[src/rtl/cnt_chk_pkg.sv]
// Shared types and constants for the wrap-counter sequence checker.
package cnt_chk_pkg;

  typedef enum logic [1:0] {
    StUnlocked,
    StLocked,
    StError
  } state_e;

  typedef logic [1:0] residue_t;

  // Terminal count shared with the transmit-side wrap counter.
  localparam int unsigned DefaultMaxVal = 300;

endpackage

[src/rtl/mod3_tracker.sv]
// Incremental mod-3 residue of the expected counter value; avoids any divider.
module mod3_tracker
  import cnt_chk_pkg::*;
(
  input  logic clk,
  input  logic rst,
  input  logic advance,
  input  logic clear,
  output logic is_zero
);

  residue_t res_q, res_d, base;

  // clear and advance together restart the residue at 0 and step it once.
  always_comb begin
    base  = clear ? residue_t'(0) : res_q;
    res_d = base;
    if (advance) begin
      res_d = (base == residue_t'(2)) ? residue_t'(0) : base + residue_t'(1);
    end
  end

  always_ff @(posedge clk or posedge rst) begin
    if (rst) begin
      res_q <= '0;
    end else begin
      res_q <= res_d;
    end
  end

  assign is_zero = (res_q == residue_t'(0));

endmodule

[config.mk]
export PLATFORM = sky130hd
export DESIGN_NAME = mod3_tracker
export DESIGN_NICKNAME = d
export VERILOG_FILES = /design/src/rtl/cnt_chk_pkg.sv /design/src/rtl/mod3_tracker.sv
export SDC_FILE = /design/constraint.sdc
export NUM_CORES = 1
export LEC_CHECK = 0
export CELL_PAD_IN_SITES_DETAIL_PLACEMENT = 2
export CELL_PAD_IN_SITES_GLOBAL_PLACEMENT = 2
export CORE_AREA = 2 2 39 41
export CTS_BUF_LIST = sky130_fd_sc_hd__clkbuf_8
export CTS_CLUSTER_DIAMETER = 30
export DETAILED_ROUTE_END_ITERATION = 8
export DIE_AREA = 0 0 41 43
export GPL_ROUTABILITY_DRIVEN = 0
export GPL_TIMING_DRIVEN = 0
export PLACE_DENSITY_LB_ADDON = 0.1
export SLEW_MARGIN = 0
export SYNTH_ARGS = -nofsm -noshare
export SYNTH_HDL_FRONTEND = slang
export SYNTH_SLANG_ARGS = --single-unit
export TNS_END_PERCENT = 100
[constraint.sdc]
create_clock -name clk -period 2.6 [get_ports clk]
set_clock_uncertainty 0.05 [all_clocks]
set_input_delay 0.65 -clock clk [delete_from_list [all_inputs] [get_ports clk]]
set_output_delay 0.65 -clock clk [all_outputs]
set_load 0.1 [all_outputs]
# [Yosys cells after proc, flatten, opt, wreduce, memory -nomap -nowiden]
# Cells that the tools add are included.
[totals] register_bits=2 latchBits=0 mem_bits_rw=0 mem_bits_ro=0 input_bits=4 out_inout_bits=1 elab_cells=7 memories=0
[classes] add_sub_neg=1 n_mul=0 div=0 magnitude_cmp=0 n_eq_ne=1 shifts=0 mux=3 n_bitwise=0 n_reduce_logical=1
[ops] op="$mux W2" n=3
[ops] op="$add A2 B1 Y2 const B" n=1
[ops] op="$eq A2 B2 Y1 const B" n=1
[ops] op="$logic_not A2 Y1" n=1

# [Longest topological paths before layout]
# Gate-level depths: netlist of the first run.
[logic_depth] depth_word=4 ltp_mapped=2 depth_no_buf=2

# [Worst setup path after synthesis of the first run]
# OpenSTA, ideal clock, no wires.
[synth_path] kind="register -> output" from="register res_q[0]" to="output is_zero" arrival_time_ns=1.656 t_required_ns=1.900 setup_slack_ns=0.244 path_stages_with_launch=2 n_path_buf=0 path_cell_list="dfrtp_1 nor2_1"
[synth_via] elab_chain_cells=1
[synth_lines] item="start: declaration" line_no="mod3_tracker.sv:12" text="residue_t res_q, res_d, base;"
[synth_lines] item="start signal: assignment" line_no="mod3_tracker.sv:27" text="res_q <= res_d;"
[synth_lines] item="$logic_not A2 Y1" line_no="mod3_tracker.sv:31" text="assign is_zero = (res_q == residue_t'(0));"
[synth_lines] item="end: declaration" line_no="mod3_tracker.sv:9" text="output logic is_zero"
# Every way passes these cells.

# [Final worst setup path of the first run]
# Same ends and word-level chain as after synthesis.

==> results.ini, run 1 <==
[critical_path]
cp-startpoint = res_q[0]$_DFF_PP0_
cp-end-kind = primary output
cp-start-kind = flop
critical_path_peak_fanout = 4
cp.required_ps = 1900
cp.arrival_ps = 1460
r2r-start = res_q[0]$_DFF_PP0_
crit_type = flop to primary output

[drt]
antenna_left = 0
first_pass_iters = 2
drt_iter0_drc = 1
dr.max_layer_used = met3
route.met3.wl_um = 47
routed-wl-met2_um = 141
via_per_inst = 3.21
wl_per_cell_um = 8.48
detail_route.drc_violations = 0
num_vias = 106
wl_um = 280
met1Wirelength_um = 91

[floorplan]
die_area_um2 = 1760
initial_core_util_pct = 6.96
ios = 5
num_rows = 14
core_area_um2 = 1380
die_w_um = 41
fp.dieH_um = 43

[layout]
nets = 23
reg_top3 = res_q: 2 flops
diodes = 0
largest_reg_flops = 2
area_growth_pct = 108
layout-drive-gt1-share_pct = 17.6
regMostFlops = res_q

[logic_synthesis]
ys_seq_area_share_pct = 51.9
ys_types = 8
yosys_warnings = 0
ys_seq_elements = 2
syn_nets = 14
synthCells = 10
postSynthAreaPerCell_um2 = 9.63
synth_area_um2 = 96.3

[cts]
cts_sinks = 2
clk_path_buf_depth = 2
post_cts_buffers = 0
cts-root-buf = clkbuf_8
htree_levels = 1
clk_pin_slew_ps = 30
clk_latency_ps = 210
cts_tree = built
cts_buffers = 3

[global_route]
grt_util_all_layers_pct = 4.50
grt_first_pass_wirelength_um = 455
antenna_found_initial = 0
grt_pass1_vias = 139
grt_max_degree = 5
overflow = 0

[worst_hold_path]
worstHoldStart = res_q[0]$_DFF_PP0_
hp-class = flop to flop

[placed_design]
port_buffers = 4
place_ws_ps = 251

[timing]
fmax_ghz = 0.464
tns_ps = 0
rsz0062_at_grt = no
hold_violations = 0
worstMarginPinSlew_ps = 959
min_period_ps = 2160
slew_viol_final = 0
setup_viol = 0
setup_slack_ps = 444
max-slew-margin-rel_pct = 36.0
fin_crit_sh_pct = 82.9

[pwr]
p_leak_nw = 0.0926
ir_drop_v = 0.0000940
power_density_nw_per_um2 = 931

[run]
maxCapViolCount = 0

[outcome]
status = finished, final reports clean

==> logic make-up after synthesis <==
kind of cell           Yosys count  synth area share [%]
buffers and inverters            1                  3.89
DFF                              2                  52.0
AOI/OAI and AO/OA                3                  22.1
and+or+nand+nor                  4                  22.1
==> critical path, stage by stage (launching register included) <==
cell	delay (ps)
dfrtp_1	400
nor2_1	100
dlymetal6s2s_1	740
==> cell usage after synthesis (all sizes together) <==
library cell / instances / share of area, %
nand3b: 1 / 7.8
a21oi: 1 / 5.2
nand2b: 1 / 6.5
o21bai: 1 / 7.8
a22o: 1 / 9.1
dfrtp: 2 / 52
nor2: 2 / 7.8
inv: 1 / 3.9
==> worst paths after layout <==
kind | slack [ps] | endpoint | depth (start not counted)
max in group asynchronous | 1850 | res_q[0]$_DFF_PP0_ | 2
worst min register to register | 520 | res_q[0]$_DFF_PP0_ | 1
worst min-delay path | 520 | res_q[0]$_DFF_PP0_ | 1
worst max register to register | 1730 | res_q[0]$_DFF_PP0_ | 2
worst max-delay path | 440 | is_zero | 2
min in group asynchronous | 550 | res_q[1]$_DFF_PP0_ | 2
==> layout make-up <==
type                            count  area, um^2
Fill cell                         163        1180
Sequential cell                     2        50.0
Multi-Input combinational cell      7        42.5
Timing Repair Buffer                4        42.5
Clock buffer                        3        41.3
Tap cell                           16        20.0
Inverter                            1        3.75
==> stage by stage <==
step	util [%]	hold WS, ps	std cells	power (mW)	instance area [um^2]
detailed placement	11.3	530	30	0.0686	156
floorplan	-	341	10	0.0574	96.3
global placement	11.3	526	30	0.0688	156
CTS	14.3	537	33	0.192	198
global route	14.5	550	33	0.196	200
finish	14.5	522	33	0.186	200
==> layer usage <==
| layer | track usage, % | up-vias |
|---|---|---|
| li1 | - | 48 |
| met1 | 3.18 | 53 |
| met2 | 5.63 | 5 |
| met3 | 2.62 | 0 |
| met4 | 8.00 | 0 |
| met5 | 0 | - |
==> layout by cell type (no fill, tap or decap) <==
| cell type | netlist | final |
|---|---|---|
| a22o_1 | 1 | 1 |
| clkdlybuf4s50_1 | 0 | 3 |
| inv_1 | 1 | 1 |
| nand3b_1 | 1 | 1 |
| dfrtp_1 | 2 | 2 |
| nand2b_1 | 1 | 1 |
| clkbuf_8 | 0 | 3 |
| o21bai_1 | 1 | 1 |
| dlymetal6s2s_1 | 0 | 1 |
| nor2_1 | 2 | 2 |
| a21oi_1 | 1 | 1 |
==> where the power goes <==
| group | leakage, nW | switching [mW] | internal, mW | total, mW |
|---|---|---|---|---|
| Clock | 0.0216 | 0.0213 | 0.0976 | 0.119 |
| Combinational | 0.0456 | 0.0195 | 0.0109 | 0.0304 |
| Sequential | 0.0254 | 0.00310 | 0.0340 | 0.0371 |
| Total | 0.0926 | 0.0438 | 0.143 | 0.186 |
==> timing repair <==
action / CTS / global route
resized for setup: 0 / 1
setup endpoints to repair: 0 / 1
hold buffers: 0 / 0
No activity file was read; power rests on OpenSTA's default activity.
==> run 2, diff against run 1 <==
Clock period 2.6 ns to 2 ns, I/O delays scaled along.
==> run 2 against run 1 <==
Utilization increased by 0.091 points. Global-route usage increased by 0.20 points. Largest cell class unchanged. Flip-flop and latch count unchanged. Die area unchanged. Combinational power increased by 30%. Register-to-register slack got worse by 610 ps. Highest routed layer is now met4. Setup slack got worse by 280 ps. Sequential share of layout area decreased by 0.16 points. Count of clock-buffer cells in the layout unchanged. Critical path depth unchanged.
==> results.ini, run 2 (same netlist as run 1, synthesis figures left out) <==
[drt]
via_per_inst = 3.15
wl_per_cell_um = 8.85
detail_route.drc_violations = 0
wl_um = 292
drt_iter0_drc = 0
first_pass_iters = 1
antenna_left = 0
num_vias = 104

[pwr]
ir_drop_v = 0.000127
power_density_nw_per_um2 = 1230
total_power_mw = 0.248
p_leak_nw = 0.0844

[cts]
clk_latency_ps = 210
cts_sinks = 2
htree_levels = 1
postCtsHoldBufs = 0
cts_buffers = 3
cts_resized = 3
cts_tree = built
cts-root-buf = clkbuf_8
clk_pin_slew_ps = 30
clk_path_buf_depth = 2
post_cts_buffers = 0

[timing]
worstMarginPinSlew_ps = 540
setup_slack_ps = 167
hold_violations = 0
fin_crit_sh_pct = 91.7
fmax_ghz = 0.546
tns_ps = 0
min_period_ps = 1830
setup_viol = 0
rsz0062_at_grt = no
max-slew-margin-rel_pct = 64.2
slew_viol_final = 0
timing.hold.ws_ps = 390

[placed_design]
placed_area_um2 = 159
port_buffers = 4
place_ws_ps = -203

[floorplan]
initial_core_util_pct = 6.96
die_area_um2 = 1760
ios = 5
num_rows = 14
die_w_um = 41
fp.dieH_um = 43
core_area_um2 = 1380

[layout]
nets = 23
fillers = 170
regMostFlops = res_q
reg_top3 = res_q: 2 flops
layout-drive-gt1-share_pct = 29.4
mostFrequentLayoutCells = 3 x clkbuf_8, 3 x clkdlybuf4s50_1, 2 x dfrtp_1
largest_reg_flops = 2
fin_area_um2 = 201
area_growth_pct = 109
diodes = 0

[critical_path]
crit_type = flop to primary output
cp.required_ps = 1450
slowest_stage = clkdlybuf4s15_2
r2r-start = res_q[0]$_DFF_PP0_
path_cells = nor2_2, clkdlybuf4s15_2
cp-startpoint = res_q[0]$_DFF_PP0_
critPathMaxStageDelay_ps = 550
reg2reg_to = res_q[0]$_DFF_PP0_
cp-end-kind = primary output
cp-endpoint = is_zero
critical_path_peak_fanout = 4
rrSetupSlack_ps = 1120
r2r.worst_path.cells = 2
cp.arrival_ps = 1280
cp-start-kind = flop

[run]
maxCapViolCount = 0

[outcome]
status = finished, final reports clean

[global_route]
overflow = 0
grt_pass1_vias = 140
grt_first_pass_wirelength_um = 448
grt_util_all_layers_pct = 4.70
antenna_found_initial = 0
grt_max_degree = 5

[worst_hold_path]
hp-class = input pin to async pin

run 2: cell count changes in the layout (fill, tap and decap cells not counted), sizes merged:
| cell | previous run | this run |
|---|---|---|
| clkdlybuf4s15 | 0 | 1 |
| dlymetal6s2s | 1 | 0 |
run 2: how the worst min path moves through the flow:
stage | end | slack (ps) | cells after the start
3_3_place_gp | res_q[0]$_DFF_PP0_ | 540 | 1
3_5_place_dp | res_q[0]$_DFF_PP0_ | 540 | 1
5_1_grt | res_q[1]$_DFF_PP0_ | 410 | 2
6_report | res_q[1]$_DFF_PP0_ | 390 | 2
4_1_cts | res_q[1]$_DFF_PP0_ | 390 | 2
2_1_floorplan | res_q[0]$_DFF_PP0_ | 190 | 1
run 2: layout make-up:
type | instances | area [um^2] | share of cell area, %
inverter | 1 | 3.75 | 1.86
clock buffer | 3 | 41.3 | 20.5
tap | 16 | 20.0 | 9.94
timing repair buffer | 4 | 41.3 | 20.5
sequential | 2 | 50.0 | 24.8
multi-input combinational | 7 | 45.0 | 22.4
run 2: metrics by stage:
| stage | std cells | util, % |
|---|---|---|
| 2_1_floorplan | 10 | - |
| 3_3_place_gp | 30 | 11.5 |
| 3_5_place_dp | 30 | 11.5 |
| 4_1_cts | 33 | 14.6 |
| 5_1_grt | 33 | 14.6 |
| 6_report | 33 | 14.6 |
run 2: per-layer routing:
layer | vias to the layer above | GRT usage (%) | wire length, um
met5 | - | 0 | 0
met4 | 0 | 10.0 | 14
met1 | 47 | 2.87 | 105
met3 | 2 | 1.57 | 33
li1 | 48 | - | -
met2 | 7 | 6.25 | 137
run 2: power breakdown:
group | switching (mW) | leakage [nW] | internal, mW
sequential | 0.00439 | 0.0254 | 0.0442
combinational | 0.0255 | 0.0374 | 0.0142
clock | 0.0324 | 0.0216 | 0.127
run 2: critical path: cells and delay by family, from the launching register on:
kind,cells,cell delay [ps]
buffers and inverters,1,550
DFF,1,410
and+or+nand+nor,1,110
